**config.mk**
```make
export PLATFORM = sky130hd
export DESIGN_NAME = call_stack
export DESIGN_NICKNAME = d
export VERILOG_FILES = /design/src/rtl/call_stack_pkg.sv /design/src/rtl/call_stack_stack_mem.sv /design/src/rtl/call_stack.sv
export SDC_FILE = /design/constraint.sdc
export NUM_CORES = 1
export LEC_CHECK = 0
export BUFFER_PORTS_ARGS = -buffer_cell sky130_fd_sc_hd__buf_2
export CAP_MARGIN = 40
export CORE_UTILIZATION = 60
export DETAILED_ROUTE_END_ITERATION = 8
export PLACE_DENSITY = 0.87
export SLEW_MARGIN = 20
export SYNTH_ARGS = -nofsm -noshare
export SYNTH_HDL_FRONTEND = slang
export SYNTH_SLANG_ARGS = --single-unit
```
**constraint.sdc**
```tcl
create_clock -name clk -period 5.4 [get_ports clk]
set_clock_uncertainty 0.15 [all_clocks]
set_input_delay 1.35 -clock clk [delete_from_list [all_inputs] [get_ports clk]]
set_output_delay 1.35 -clock clk [all_outputs]
set_load 0.02 [all_outputs]
```
**src/rtl/call_stack_pkg.sv**
```systemverilog
// Shared command encodings and call-frame layout for the call_stack LIFO.
package call_stack_pkg;

   localparam logic [1:0] CMD_IDLE = 2'b00;
   localparam logic [1:0] CMD_PUSH = 2'b01;
   localparam logic [1:0] CMD_POP  = 2'b10;
   localparam logic [1:0] CMD_REPL = 2'b11;

   localparam int unsigned FRAME_W = 32;

   // Layout of one frame at the default 32-bit width, MSB first.
   typedef struct packed {
      logic [3:0]  arg;
      logic [15:0] acc;
      logic [11:0] tag;
   } frame_t;

endpackage

```
**src/rtl/call_stack_stack_mem.sv**
```systemverilog
// DEPTH x WIDTH frame storage: synchronous write, asynchronous read, no reset.
module stack_mem #(
   parameter int WIDTH = 32,
   parameter int DEPTH = 16,
   parameter int AW    = $clog2(DEPTH)
) (
   input  logic             clk,
   input  logic             we,
   input  logic [AW-1:0]    waddr,
   input  logic [WIDTH-1:0] wdata,
   input  logic [AW-1:0]    raddr,
   output logic [WIDTH-1:0] rdata
);

   logic [WIDTH-1:0] mem [DEPTH];

   always_ff @(posedge clk) begin
      if (we) mem[waddr] <= wdata;
   end

   assign rdata = mem[raddr];

endmodule

```
**src/rtl/call_stack.sv**
```systemverilog
// Call-frame LIFO for the recursion engine; popped frames return registered with a valid strobe.
// Optional high-water-mark tracking is enabled by defining CALL_STACK_HWM_EN.
module call_stack
   import call_stack_pkg::*;
#(
   parameter  int WIDTH = 32,
   parameter  int DEPTH = 16,
   localparam int AW    = $clog2(DEPTH)
) (
   input  logic             clk,
   input  logic             rst,
   input  logic [1:0]       r_w,
   input  logic [WIDTH-1:0] push,
   output logic [WIDTH-1:0] pop,
   output logic             pop_valid,
   output logic [WIDTH-1:0] top,
   output logic [AW:0]      count,
   output logic             empty,
   output logic             full,
   output logic             err,
   output logic [AW:0]      hwm
);

   localparam logic [AW:0] FULL_CNT = (AW+1)'(DEPTH);

   logic [AW:0]      count_q, count_nx;
   logic [WIDTH-1:0] pop_q, pop_nx;
   logic             pv_q, pv_nx;
   logic             err_q, err_nx;
   logic             wr_en;
   logic [AW-1:0]    wr_addr, top_addr;
   logic [WIDTH-1:0] rd_data;

   // Wraps to DEPTH-1 when full, which is exactly the top slot.
   assign top_addr = count_q[AW-1:0] - 1'b1;

   stack_mem #(
      .WIDTH (WIDTH),
      .DEPTH (DEPTH),
      .AW    (AW)
   ) u_mem (
      .clk   (clk),
      .we    (wr_en),
      .waddr (wr_addr),
      .wdata (push),
      .raddr (top_addr),
      .rdata (rd_data)
   );

   assign empty = (count_q == '0);
   assign full  = (count_q == FULL_CNT);

   always_comb begin
      wr_en    = 1'b0;
      wr_addr  = count_q[AW-1:0];
      count_nx = count_q;
      pop_nx   = pop_q;
      pv_nx    = 1'b0;
      err_nx   = err_q;
      case (r_w)
         CMD_PUSH: begin
            if (!full) begin
               wr_en    = 1'b1;
               count_nx = count_q + 1'b1;
            end else begin
               err_nx = 1'b1;
            end
         end
         CMD_POP: begin
            if (!empty) begin
               pop_nx   = rd_data;
               pv_nx    = 1'b1;
               count_nx = count_q - 1'b1;
            end else begin
               pop_nx = '0;
               err_nx = 1'b1;
            end
         end
         CMD_REPL: begin
            wr_en = 1'b1;
            if (!empty) begin
               pop_nx  = rd_data;
               pv_nx   = 1'b1;
               wr_addr = top_addr;
            end else begin
               // Underflow still performs the push into slot 0.
               err_nx   = 1'b1;
               wr_addr  = '0;
               count_nx = (AW+1)'(1);
            end
         end
         default: ;
      endcase
   end

   always_ff @(posedge clk) begin
      if (rst) begin
         count_q <= '0;
         pop_q   <= '0;
         pv_q    <= 1'b0;
         err_q   <= 1'b0;
      end else begin
         count_q <= count_nx;
         pop_q   <= pop_nx;
         pv_q    <= pv_nx;
         err_q   <= err_nx;
      end
   end

   assign count     = count_q;
   assign pop       = pop_q;
   assign pop_valid = pv_q;
   assign err       = err_q;
   assign top       = empty ? '0 : rd_data;

`ifdef CALL_STACK_HWM_EN
   logic [AW:0] hwm_q;

   always_ff @(posedge clk) begin
      if (rst)                   hwm_q <= '0;
      else if (count_nx > hwm_q) hwm_q <= count_nx;
   end

   assign hwm = hwm_q;
`else
   assign hwm = '0;
`endif

endmodule

```
==> results.toml <==
[sta]
min_period_over_period_pct = 96.0
rsz0062_at_grt = "no"
tightest_slew_ps = 1030
final.setup.worst_slack_ps = 217
finalHoldViolCount = 0
timing.fmax_mhz = 193
whs_ps = 315
setup_tns_ps = 0
setup_violations = 0
relSlewSlack_pct = 31.6
fin_crit_ps = 5180
finalMaxSlewViolations = 0

[grt]
grt_pass1_wl_mm = 72.9
grt_start_max_net_pins = 138
grt_pass1_vias = 11466
track_usage_pct = 28.0
antenna_found_initial = 2
overflow = 0

[synth]
synthAdderAreaFrac_pct = 0.382
synth_compound_area_share_pct = 3.26
synth-xor-area-share_pct = 0.243
synthFlopType = "edfxtp_1"
synth_top_family_by_area = "multiplexers"
syn_area_per_cell_um2 = 20.7
synth_seq_cells = 551
async_reset_ff_share_pct = 0
synthSimpleGateAreaFrac_pct = 2.78
yosysUniqueCellTypes = 46
synth-edff-count = 512
yosysSeqAreaShare_pct = 74.8
synthMuxAreaShare_pct = 16.6
netlist_area_um2 = 21600
synth-warning-count = 0
syn_inst = 1042

[worst_setup_path]
r2r_setup_slack_ps = 1470
critPathMaxFanout = 36
startpoint_type = "register"
r2r_end = "u_mem.mem[1][15]"
crit_chain = "inv_1, ha_4, buf_12, buf_4, mux4_2, mux2i_1, nor2b_1, a211oi_1, buf_2"
critical_path_class = "reg -> out"
end_kind = "output pin"
cp.arrival_ps = 3680
crit_required_ps = 3900
max_stage_delay_ps = 680
slowest_stage = "ha_4"
reg2reg_from = "count[0]"
rr_worst_depth = 10

[floorplanning]
die_area_um2 = 36700
die_x_um = 192
coreArea_um2 = 35500
fp-row-count = 69
ios = 114
die_h_um = 192
initial_utilization_pct = 60.8

[min_path]
hold_depth = 2
hold_end = "pop[16]"
min_path_type = "reg -> reg"
min_from = "pop[16]"

[power]
power_density_nw_per_um2 = 456
irDropWorstVdd_mv = 0.403
leakagePower_uw = 0.00816
finalPower_uw = 11200

[cts]
cts-buffers-inserted = 52
clk_pin_slew_ps = 70
clk_latency_ps = 580
cts_tree = "yes"
post_cts_buffers = 0
cts_max_level = 2
cts_resized = 0
clockRootBuffer = "clkbuf_16"
clock_path_buffers = 3
holdBufCountCts = 0
clock_sinks = 551

[finish]
final_common_cell = "edfxtp_1"
fillers = 2060
final_net_count = 1218
drive_above_1_share_pct = 30.4
synthToLayoutAreaGrowth_pct = 13.6
final_cell_mix = "edfxtp_1, mux4_2, buf_2"

[drt]
wire_per_inst_um = 29.8
final_antenna_net_count = 0
drcViolationCount = 0
routed_wl_mm = 50.1
drtIter0Drc = 1203
vias = 11321
post_drt_via_cell_ratio = 6.73
drt_first_pass_iters = 5

[placement]
port_buffers = 108
gp_congestion = 0.785
pre_cts_ws_ps = 861
dpl.hpwl_mm = 26.6

[status]
status = "finished, final reports clean"

[job]
maxCapViolations = 0
routing by layer:
layer	part of all wire [%]	up-vias	wire, um	global-route usage (%)
met4	3.6	2	1780	11.1
met5	0.026	-	13	0
li1	-	4582	-	-
met3	8.6	134	4300	5.01
met1	36	5839	18200	36.1
met2	52	764	25800	47.7
cells by family (layout without fill, tap and decap cells):
family / Yosys count / count (layout)
buffers and inverters: 77 / 251
DFF: 551 / 551
xor gates and xnor gates: 3 / 3
and+or+nand+nor: 115 / 115
muxes: 196 / 196
adders and majority gates: 6 / 6
AOI/OAI and AO/OA: 93 / 93
other: 1 / 6
synthesized netlist by cell type (all sizes together), types with 2 or more instances:
library cell  number  area share, %
a2bb2oi            2          0.081
ha                 5           0.29
inv                8           0.14
xor2               2           0.17
nor3b              2          0.093
nor4b              3           0.22
a21o               2          0.070
nand3              2          0.046
nor2b             33           0.96
nor3               3          0.093
mux4             129             13
a21oi             13           0.30
o21ai              4          0.093
a31oi              2          0.058
nand2b             5           0.14
edfxtp           512             71
nand2             37           0.64
clkbuf            21           0.37
nor4               2          0.058
nor2              25           0.43
buf               48            1.4
o221ai            32            1.3
a211oi            33            1.1
mux2i             67            3.1
dfxtp             39            3.6
area by class of cell:
type / instances / area [um^2] / area share (%)
Antenna cell: 1 / 2.50 / 0.0102
Clock buffer: 78 / 1500 / 6.12
Clock inverter: 20 / 134 / 0.546
Inverter: 8 / 30.0 / 0.122
Multi-Input combinational cell: 418 / 5180 / 21.1
Sequential cell: 551 / 16200 / 65.9
Tap cell: 461 / 577 / 2.35
Timing Repair Buffer: 145 / 938 / 3.83
stage by stage:
step	instances	util (%)	instance area [um^2]
6_report	1682	69.1	24500
3_5_place_dp	1580	64.4	22800
4_1_cts	1678	69.0	24500
3_3_place_gp	1577	64.2	22800
2_1_floorplan	1046	-	21600
5_1_grt	1682	69.1	24500
sequential cells by signal, summed over array words and instances (netlist names):
name,flops
pop_valid,1
count,5
err,1
pop,32
u_mem.mem,512
worst max-delay path, delay by kind of cell (launching register included):
kind	cells	cell delay (ps)
and+or+nand+nor	1	160
muxes	2	340
buffers and inverters	4	1100
adders and majority gates	1	680
DFF	1	460
AOI/OAI and AO/OA	1	350
worst max-delay path by stage:
stage | slack (ps) | cells after the start | end | startpoint
6_report | 220 | 9 | top[6] | count[1]
5_1_grt | 50 | 9 | top[9] | count[1]
4_1_cts | 210 | 9 | top[8] | count[1]
3_5_place_dp | 860 | 9 | top[8] | count[1]
3_3_place_gp | 920 | 8 | top[5] | count[1]
2_1_floorplan | 980 | 11 | top[10] | count[0]
power by group:
part	switching (uW)	total, uW	internal (uW)
clock	1530	3500	1970
combinational	1650	2700	1050
sequential	90.4	4970	4880
total	3270	11200	7900
Note: power is estimated with default switching activity, not from simulation.
